===== src/rtl/branch_resolve_if.sv =====
// rtl/branch_resolve_if.sv - ID-stage branch request and redirect/statistics bundle
interface branch_resolve_if #(
    parameter int WIDTH     = 32,
    parameter int CNT_WIDTH = 16
);
    logic                 id_valid;
    logic [1:0]           id_br_type;
    logic                 id_is_reg;
    logic                 id_operand_ready;
    logic                 id_zero;
    logic [0:WIDTH-1]     id_pc_plus4;
    logic [0:WIDTH-1]     id_offset;
    logic [0:WIDTH-1]     id_reg_target;

    logic                 stall_id;
    logic                 redirect;
    logic [0:WIDTH-1]     redirect_pc;
    logic                 flush_if;
    logic [0:CNT_WIDTH-1] branch_count;
    logic [0:CNT_WIDTH-1] taken_count;

    modport master (
        output id_valid, id_br_type, id_is_reg, id_operand_ready, id_zero,
               id_pc_plus4, id_offset, id_reg_target,
        input  stall_id, redirect, redirect_pc, flush_if, branch_count, taken_count
    );

    modport slave (
        input  id_valid, id_br_type, id_is_reg, id_operand_ready, id_zero,
               id_pc_plus4, id_offset, id_reg_target,
        output stall_id, redirect, redirect_pc, flush_if, branch_count, taken_count
    );
endinterface


===== src/rtl/branch_resolve.sv =====
// rtl/branch_resolve.sv - decode-stage BEQZ/BNEZ/J/JR resolution with stall, redirect and stats
module branch_resolve #(
    parameter int WIDTH     = 32,
    parameter int CNT_WIDTH = 16
) (
    input  logic            clock,
    input  logic            reset,
    branch_resolve_if.slave br_if
);
    typedef enum logic [1:0] {
        S_RESOLVE = 2'd0,
        S_WAIT    = 2'd1,
        S_FLUSH   = 2'd2
    } state_t;

    state_t               state_q, state_d;
    logic                 redirect_q, redirect_d;
    logic                 flush_q, flush_d;
    logic [0:WIDTH-1]     pc_q, pc_d;
    logic [0:CNT_WIDTH-1] bcnt_q, bcnt_d;
    logic [0:CNT_WIDTH-1] tcnt_q, tcnt_d;

    logic             is_beqz, is_bnez, is_uncond;
    logic             br, need_op, res, taken;
    logic [0:WIDTH-1] target;
    logic             stall;

    always_comb begin
        is_beqz   = (br_if.id_br_type == 2'b01);
        is_bnez   = (br_if.id_br_type == 2'b10);
        is_uncond = (br_if.id_br_type == 2'b11);
        br        = br_if.id_valid & (br_if.id_br_type != 2'b00);
        need_op   = is_beqz | is_bnez | (is_uncond & br_if.id_is_reg);
        res       = br & (~need_op | br_if.id_operand_ready);
        // id_zero only matters once res is true, which already implies a ready operand
        taken     = (is_beqz & br_if.id_zero) | (is_bnez & ~br_if.id_zero) | is_uncond;
        target    = (is_uncond & br_if.id_is_reg) ? br_if.id_reg_target
                                                  : br_if.id_pc_plus4 + br_if.id_offset;
    end

    always_comb begin
        state_d    = state_q;
        redirect_d = 1'b0;
        flush_d    = 1'b0;
        pc_d       = pc_q;
        bcnt_d     = bcnt_q;
        tcnt_d     = tcnt_q;
        stall      = 1'b0;

        case (state_q)
            S_RESOLVE, S_WAIT: begin
                if (res) begin
                    if (bcnt_q != '1) bcnt_d = bcnt_q + 1'b1;
                    if (taken) begin
                        if (tcnt_q != '1) tcnt_d = tcnt_q + 1'b1;
                        redirect_d = 1'b1;
                        flush_d    = 1'b1;
                        pc_d       = target;
                        state_d    = S_FLUSH;
                    end else begin
                        state_d = S_RESOLVE;
                    end
                end else if (br) begin
                    stall   = 1'b1;
                    state_d = S_WAIT;
                end else begin
                    // includes an upstream squash (id_valid dropped) while waiting
                    state_d = S_RESOLVE;
                end
            end
            S_FLUSH: begin
                state_d = S_RESOLVE;
            end
            default: begin
                state_d = S_RESOLVE;
            end
        endcase
    end

    always_ff @(posedge clock or posedge reset) begin
        if (reset) begin
            state_q    <= S_RESOLVE;
            redirect_q <= 1'b0;
            flush_q    <= 1'b0;
            pc_q       <= '0;
            bcnt_q     <= '0;
            tcnt_q     <= '0;
        end else begin
            state_q    <= state_d;
            redirect_q <= redirect_d;
            flush_q    <= flush_d;
            pc_q       <= pc_d;
            bcnt_q     <= bcnt_d;
            tcnt_q     <= tcnt_d;
        end
    end

    assign br_if.stall_id     = stall & ~reset;
    assign br_if.redirect     = redirect_q;
    assign br_if.flush_if     = flush_q;
    assign br_if.redirect_pc  = pc_q;
    assign br_if.branch_count = bcnt_q;
    assign br_if.taken_count  = tcnt_q;
endmodule


===== src/flat_wrapper.sv =====
// flat-port wrapper written by rule: the top's interface ports become plain ports
module branch_resolve_flat 
#(
    parameter int WIDTH     = 32,
    parameter int CNT_WIDTH = 16
)
  (clock, reset, br_if_id_valid, br_if_id_br_type, br_if_id_is_reg, br_if_id_operand_ready, br_if_id_zero, br_if_id_pc_plus4, br_if_id_offset, br_if_id_reg_target, br_if_stall_id, br_if_redirect, br_if_redirect_pc, br_if_flush_if, br_if_branch_count, br_if_taken_count);
  branch_resolve_if #(.WIDTH(WIDTH), .CNT_WIDTH(CNT_WIDTH)) br_if_i ();
  input  logic clock;
  input  logic reset;
  input wire logic [$bits(br_if_i.id_valid)-1:0] br_if_id_valid;
  input wire logic [$bits(br_if_i.id_br_type)-1:0] br_if_id_br_type;
  input wire logic [$bits(br_if_i.id_is_reg)-1:0] br_if_id_is_reg;
  input wire logic [$bits(br_if_i.id_operand_ready)-1:0] br_if_id_operand_ready;
  input wire logic [$bits(br_if_i.id_zero)-1:0] br_if_id_zero;
  input wire logic [$bits(br_if_i.id_pc_plus4)-1:0] br_if_id_pc_plus4;
  input wire logic [$bits(br_if_i.id_offset)-1:0] br_if_id_offset;
  input wire logic [$bits(br_if_i.id_reg_target)-1:0] br_if_id_reg_target;
  output wire logic [$bits(br_if_i.stall_id)-1:0] br_if_stall_id;
  output wire logic [$bits(br_if_i.redirect)-1:0] br_if_redirect;
  output wire logic [$bits(br_if_i.redirect_pc)-1:0] br_if_redirect_pc;
  output wire logic [$bits(br_if_i.flush_if)-1:0] br_if_flush_if;
  output wire logic [$bits(br_if_i.branch_count)-1:0] br_if_branch_count;
  output wire logic [$bits(br_if_i.taken_count)-1:0] br_if_taken_count;
  assign br_if_i.id_valid = br_if_id_valid;
  assign br_if_i.id_br_type = br_if_id_br_type;
  assign br_if_i.id_is_reg = br_if_id_is_reg;
  assign br_if_i.id_operand_ready = br_if_id_operand_ready;
  assign br_if_i.id_zero = br_if_id_zero;
  assign br_if_i.id_pc_plus4 = br_if_id_pc_plus4;
  assign br_if_i.id_offset = br_if_id_offset;
  assign br_if_i.id_reg_target = br_if_id_reg_target;
  assign br_if_stall_id = br_if_i.stall_id;
  assign br_if_redirect = br_if_i.redirect;
  assign br_if_redirect_pc = br_if_i.redirect_pc;
  assign br_if_flush_if = br_if_i.flush_if;
  assign br_if_branch_count = br_if_i.branch_count;
  assign br_if_taken_count = br_if_i.taken_count;
  branch_resolve #(.WIDTH(WIDTH), .CNT_WIDTH(CNT_WIDTH)) u_core (.clock(clock), .reset(reset), .br_if(br_if_i));
endmodule

===== config.mk =====
export PLATFORM = sky130hd
export DESIGN_NAME = branch_resolve_flat
export DESIGN_NICKNAME = d
export VERILOG_FILES = /design/src/rtl/branch_resolve_if.sv /design/src/rtl/branch_resolve.sv /design/src/flat_wrapper.sv
export SDC_FILE = /design/constraint.sdc
export NUM_CORES = 1
export LEC_CHECK = 0
export ABC_AREA = 1
export CAP_MARGIN = 10
export CORE_MARGIN = 2
export CORE_UTILIZATION = 25
export DETAILED_ROUTE_END_ITERATION = 16
export PLACE_DENSITY_LB_ADDON = 0.05
export REMOVE_ABC_BUFFERS = 1
export SETUP_SLACK_MARGIN = 0.3
export SYNTH_ARGS = -nofsm -noshare
export SYNTH_HDL_FRONTEND = slang
export SYNTH_SLANG_ARGS = --single-unit

===== constraint.sdc =====
create_clock -name clock -period 5.7 [get_ports clock]
set_input_delay 1.71 -clock clock [delete_from_list [all_inputs] [get_ports clock]]
set_output_delay 1.71 -clock clock [all_outputs]
set_load 0.005 [all_outputs]

; ---- Word-level counts from Yosys, hierarchy flattened
; Cells that the tools add are included.
[totals]
reg_bits = 67
word_cells = 45
input_bits = 104
output_inout_bits = 67
[op_classes]
bitwise = 14
n_mux = 11
addsub = 3
reduce_logical = 6
eq_ne = 6
[op_table]
columns = cell, count
row1 = $add A16 B1 Y16 const B, 2
row2 = $add A32 B32 Y32, 1
row3 = $mux W32, 1
row4 = $ne A16 B16 Y1 const B, 2
row5 = $mux W1, 7
row6 = $and A1 B1 Y1, 6
row7 = $mux W2, 3
row8 = $reduce_and A3 Y1, 2
row9 = $or A1 B1 Y1, 5
row10 = $eq A2 B1 Y1 const B, 2
row11 = $eq A2 B2 Y1 const B, 2
row12 = $reduce_and A4 Y1, 1
row13 = $not A1 Y1, 3
row14 = $logic_not A2 Y1, 1
row15 = $reduce_bool A2 Y1, 1
row16 = $reduce_or A2 Y1, 1

; ---- Longest topological paths before layout
; Gate-level depths: netlist of the first run.
[logic_depth]
word_depth = 9
ltp_mapped = 13
depth_no_buf = 13

; ---- Least setup slack after synthesis of the first run
; Ideal clock, no wire load.
[synth_timing]
path_kind = input port to output port
start = input port br_if_id_br_type[0]
end = output port br_if_stall_id
stages = 4
t_arrival_ns = 2.297
t_required_ns = 3.990
n_path_buf = 0
slack_ns = 1.693
cell_sequence = inv_1 -> ha_1 -> o21bai_4 -> nor3_1
[synth_between]
elab_chain_cells = 9
word_cells_on_any_way = 15
classes_between = 3 x eq/ne / 3 x mux / 8 x bitwise / 1 x reduce/logical
[synth_rtl]
columns = element, line
row1 = start: declaration, flat_wrapper.sv:12  ; input wire logic [$bits(br_if_i.id_br_type)-1:0] br_if_id_br_type;
row2 = "$eq A2 B1 Y1, or another cell as far along", branch_resolve.sv:29  ; is_beqz = (br_if.id_br_type == 2'b01);
row3 = $or A1 B1 Y1 / $and A1 B1 Y1 (equally long branches), branch_resolve.sv:33  ; need_op = is_beqz | is_bnez | (is_uncond & br_if.id_is_reg);
row4 = $or A1 B1 Y1, branch_resolve.sv:33
row5 = $not A1 Y1, branch_resolve.sv:34  ; res = br & (~need_op | br_if.id_operand_ready);
row6 = $or A1 B1 Y1, branch_resolve.sv:34
row7 = $and A1 B1 Y1, branch_resolve.sv:34
row8 = $mux W1 (*), branch_resolve.sv:52  ; if (res) begin
row9 = $mux W1 (*), branch_resolve.sv:50  ; case (state_q)
row10 = $and A1 B1 Y1 (*), branch_resolve.sv:98  ; assign br_if.stall_id = stall & ~reset;
row11 = end: declaration, flat_wrapper.sv:19  ; output wire logic [$bits(br_if_i.stall_id)-1:0] br_if_stall_id;
; Mark *: on every way between the ends. The rest lies on a longest branch, timed or not.

; ---- Worst setup path after layout of the first run
[layout_timing]
start = input port br_if_id_br_type[1]
end = output port br_if_stall_id
; The elaborated chain is that of the path after synthesis.

==> results of run 1 <==
metrics by stage:
| stage | power, uW | util | area, um^2 | instances |
|---|---|---|---|---|
| 2_1_floorplan | 1010 | - | 5560 | 883 |
| 4_1_cts | 2020 | 0.361 | 7930 | 1352 |
| 6_report | 1980 | 0.361 | 7930 | 1352 |
| 5_1_grt | 2130 | 0.361 | 7930 | 1352 |
| 3_5_place_dp | 1440 | 0.348 | 7630 | 1336 |
| 3_3_place_gp | 1440 | 0.348 | 7630 | 1336 |
synth_stat cells, drive strengths merged:
library cell and n:
inv 140, a2bb2oi 2, a21oi 27, nor2 102, o31ai 2, and3 1, a21o 1, nand4 10
o21bai 4, nor3 10, xor2 23, nor4 4, or2 1, clkbuf 6, dfrtp 65, nand3 57
fa 1, nand2 341, o21a 2, ha 35, o21ai 35, o211ai 1, xnor2 19, buf 9
sequential cells by signal, summed over array words and instances (netlist names):
signal                     flops
u_core.br_if.redirect_pc      32
u_core.br_if.branch_count     16
u_core.br_if.taken_count      16
u_core.br_if.redirect          1
per-layer routing:
metal / GRT usage / part of all wire / wire length, um / up-vias
met4: 0.0312 / 0.0082 / 148 / 0
met5: 0 / 0 / 0 / -
met1: 0.213 / 0.50 / 9050 / 2516
met3: 0.0193 / 0.031 / 558 / 9
li1: - / - / - / 3106
met2: 0.256 / 0.46 / 8340 / 112
layout make-up:
class	instances	share of cell area
clock buffers	11	0.0306
clock inverters	5	0.00694
inverters	140	0.0663
multi-input cells	678	0.429
flip-flops and latches	65	0.205
well taps	280	0.0442
repair buffers	173	0.217
worst max path at each step:
stage / startpoint / to / slack (ps)
5_1_grt: br_if_id_br_type[1] / br_if_stall_id / 530
6_report: br_if_id_br_type[1] / br_if_stall_id / 650
2_1_floorplan: br_if_id_br_type[0] / br_if_stall_id / 1370
3_3_place_gp: br_if_id_br_type[1] / br_if_stall_id / 650
3_5_place_dp: br_if_id_br_type[1] / br_if_stall_id / 640
4_1_cts: br_if_id_br_type[1] / br_if_stall_id / 640
power groups by stage:
stage / sequential (uW) / clock (uW) / combinational (uW)
after floorplan: 662 / 0 / 346
after global placement: 666 / 0 / 773
after detailed placement: 667 / 0 / 773
after CTS: 661 / 580 / 776
after global routing: 677 / 603 / 849
final: 660 / 560 / 760
logic make-up (layout without fill, tap and decap cells):
group | count (synthesis) | after routing
xor gates and xnor gates | 42 | 42
buffers and inverters | 155 | 329
adders and majority gates | 36 | 36
AOI/OAI and AO/OA | 74 | 74
and+or+nand+nor | 526 | 526
DFF | 65 | 65
tightest hold or removal path: stages, from the launching register on:
cell,delay (ps)
dfrtp_1,340
nand2_1,60
nand2_1,50
==> qor.yml, run 1 <==
ys_ff_latch: 65
floorplan.initialDensity: 0.257
clk_pin_slew_ps: 50
synth-compound-area-share: 0.0741
r2r_setup_slack_ps: 3630
leakage_uw: 0.00411
hold_start: "u_core.br_if.redirect_pc[13]"
cp_slowest_cell: "clkdlybuf4s50_1"
syn_area_mm2: 0.00564
crit_fanout: 3
hpwl_mm: 14.8
ctsHoldBuffers: 0
synth_adder_area_share: 0.0812
num_rows: 54
crit_path_start_kind: "primary input"
grt_max_degree: 51
seqCellArea_mm2: 0.00163
cts_tree: "done"
crit_top_cell: "clkdlybuf4s50_1"
grt_overflow_total: 0
multi_input_area_mm2: 0.00340
rsz0062_at_grt: "false"
slew_headroom: 0.404
period_share: 0.886
gp_congestion: 0.819
setup_violations: 0
ys_types: 35
nNetsFinal: 1207
post_drt_wl_per_cell_um: 13.4
layout_setup_ws_ps: 650
internal_power_uw: 1320
viasPerCell: 4.25
final_cell_mix: "nand2_1, clkdlybuf4s50_1, inv_1, nor2_1, dfrtp_1"
power_frac_clock: 0.283
fp.dieH_um: 154
crit_family: "buffers and inverters"
timing.rr.start: "u_core.br_if.redirect"
hold_viol_final: 0
comb_power_share: 0.384
slowest_delay_ps: 530
required_ps: 3990
first_pass_iters: 4
synth_top_area_share: 0.288
switchingPower_uw: 662
n_fill_cell: 2433
tightest_slew_ps: 893
p_per_area_mw_per_mm2: 250
cts_root_buffer: "clkbuf_16"
regToRegEndpoint: "u_core.br_if.redirect_pc[28]"
postRouteWirelength_mm: 18.1
grt_pass1_vias: 5597
fin_skew_ps: 11.2
hp-class: "reg2reg"
ir_drop_v: 0.000144
synth_top_family_by_area: "simple AND/OR/NAND/NOR gates"
diodes: 0
clk_latency_ps: 330
slew_violations: 0
yosysTopAreaCell: "dfrtp_1"
post_cts_buffers: 0
dpl_worst_slack_ps: 643
synth.avg_cell_area_um2: 6.28
antenna_found_initial: 0
synthXorXnorAreaFrac: 0.0652
synth_area_leaders: "dfrtp_1, nand2_1, inv_1"
grt_first_pass_wirelength_mm: 29.0
tns_ps: 0
via_count: 5743
ys_seq_area_frac: 0.288
dieWidth_um: 154
syn_to_final_growth_pct: 40.5
drive_gt1_frac: 0.0354
io_buffers: 170
cp.arrival_ps: 3340
min_period_ps: 5050
whs_ps: 480
pwr-share-seq: 0.333
r2r_cells: 7
fmax_mhz: 198
crit_buf_inv: 3
netlist_instances: 898
die_area_mm2: 0.0238
status: "finished clean"
ios: 171
drc_errors: 0
cts.sinks: 65
worst-path-stages: 6
synth_warnings: 0
critPathKind: "in2out"
max_cap_violations: 0
first_iter_violations: 220
swShare: 0.334
cts.path.max_buffers: 2
synthMuxAreaShare: 0
crit_path_end_kind: "output port"
hold_depth: 2
htreeDepth: 3
synthSimpleGateAreaFrac: 0.383
cts_buffers: 9
cts.repair.resized: 0
drtAntennaViolNets: 0
layout_commonest_cell: "nand2_1"
worstPathCellList: "clkdlybuf4s50_1 > inv_1 > ha_1 > o21bai_4 > nor3_1 > clkdlybuf4s50_1"
hold_end: "u_core.br_if.redirect_pc[13]"
core_mm2: 0.0220
grt_usage: 0.153
Note: power is estimated with default switching activity, not from simulation.
==> run 2, diff against run 1 <==
Settings changed: TNS_END_PERCENT set to 1.
==> results of run 2 <==
Same layout as run 1: the final DEF is identical, and so are final timing and power.
==> run 3, diff against run 2 <==
Settings changed: RECOVER_POWER set to 25.
==> qor.yml, run 3 (synthesized netlist as in run 1, its figures left out) <==
viasPerCell: 4.25
ctsHoldBuffers: 0
core_mm2: 0.0220
fin_skew_ps: 11.4
hold_end: "u_core.br_if.redirect_pc[11]"
drc_errors: 0
floorplan.initialDensity: 0.257
first_iter_violations: 225
grt_pass1_vias: 5597
nNetsFinal: 1207
crit_fanout: 3
seqCellArea_mm2: 0.00163
tns_ps: 0
fin_util: 0.361
ios: 171
hp-class: "reg2reg"
clk_latency_ps: 330
power_frac_clock: 0.287
max_cap_violations: 0
layout_setup_ws_ps: 654
hpwl_mm: 14.8
drtAntennaViolNets: 0
num_rows: 54
largest_reg_flops: 32
crit_path_start_kind: "primary input"
dieWidth_um: 154
cp.arrival_ps: 3340
hold_viol_final: 0
grt_max_degree: 51
gp_congestion: 0.819
critPathKind: "in2out"
layout_commonest_cell: "nand2_1"
slew_headroom: 0.209
dpl.cell_count: 1336
min_period_ps: 5050
clk_pin_slew_ps: 50
die_area_mm2: 0.0238
worstPathCellList: "clkdlybuf4s50_1 > inv_1 > ha_1 > o21bai_4 > nor3_1 > clkdlybuf4s50_1"
multi_input_area_mm2: 0.00340
syn_to_final_growth_pct: 40.5
setup_violations: 0
post_cts_buffers: 0
power_uw: 1950
status: "finished clean"
n_fill_cell: 2432
post_drt_wl_per_cell_um: 13.4
crit_path_end_kind: "output port"
crit_top_cell: "clkdlybuf4s50_1"
dpl_worst_slack_ps: 643
slowest_delay_ps: 520
regToRegEndpoint: "u_core.br_if.redirect_pc[28]"
postRouteWirelength_mm: 18.1
via_count: 5744
diodes: 0
p_per_area_mw_per_mm2: 246
htreeDepth: 3
tightest_slew_ps: 1190
leakage_uw: 0.00414
required_ps: 3990
cts.path.max_buffers: 2
cp_slowest_cell: "clkdlybuf4s50_1"
antenna_found_initial: 0
io_buffers: 170
grt_usage: 0.153
grt_first_pass_wirelength_mm: 29.0
final_cell_mix: "nand2_1, clkdlybuf4s50_1, inv_1, nor2_1, dfrtp_1"
first_pass_iters: 4
timing.rr.start: "u_core.br_if.redirect"
r2r_cells: 7
internal_power_uw: 1300
drive_gt1_frac: 0.0345
r2r_setup_slack_ps: 3630
ir_drop_v: 0.000144
fmax_mhz: 198
cts.repair.resized: 0
slew_violations: 0
cts_root_buffer: "clkbuf_16"
grt_overflow_total: 0
stdcell_count: 1352
rsz0062_at_grt: "false"
hold_depth: 2
cts_tree: "done"
fp.dieH_um: 154
cts_buffers: 9
switchingPower_uw: 658
comb_power_share: 0.376
period_share: 0.885
swShare: 0.337
cts.sinks: 65
pwr-share-seq: 0.336
hold_start: "u_core.br_if.redirect_pc[11]"
## run 3: metrics by stage
stage               instance area (um^2)  hold slack [ps]
floorplan                           5560              472
global placement                    7630              464
detailed placement                  7630              468
CTS                                 7930              483
global route                        7930              494
finish                              7930              473
## run 3: worst max-delay path: cells and delay by family
kind,cells,cell delay [ps]
buffers and inverters,3,1080
adders and majority gates,1,310
and+or+nand+nor,1,140
AOI/OAI and AO/OA,1,90
## run 3: worst max-delay path by stage
stage	start	to	cells past startpoint
after detailed placement	br_if_id_br_type[1]	br_if_stall_id	6
after global routing	br_if_id_br_type[1]	br_if_stall_id	7
after CTS	br_if_id_br_type[1]	br_if_stall_id	6
final	br_if_id_br_type[1]	br_if_stall_id	6
after global placement	br_if_id_br_type[1]	br_if_stall_id	6
after floorplan	br_if_id_br_type[0]	br_if_stall_id	5
## run 3: area by class of cell
| cell class | instances | share of cell area |
|---|---|---|
| well taps | 280 | 0.0442 |
| flip-flops and latches | 65 | 0.205 |
| clock inverters | 5 | 0.00695 |
| multi-input cells | 678 | 0.430 |
| inverters | 140 | 0.0663 |
| repair buffers | 173 | 0.217 |
| clock buffers | 11 | 0.0306 |
## run 3: power by group through the flow
stage	Clock (uW)	Combinational [uW]	Sequential (uW)
2_1_floorplan	0	346	662
3_3_place_gp	0	773	666
3_5_place_dp	0	773	667
4_1_cts	580	776	661
5_1_grt	603	827	674
6_report	561	735	657
## run 3: routing by layer
metal / track usage / share of wire / vias to the layer above
li1: - / - / 3114
met1: 0.213 / 0.50 / 2520
met2: 0.256 / 0.46 / 101
met3: 0.0193 / 0.029 / 9
met4: 0.0312 / 0.0082 / 0
met5: 0 / 0 / -
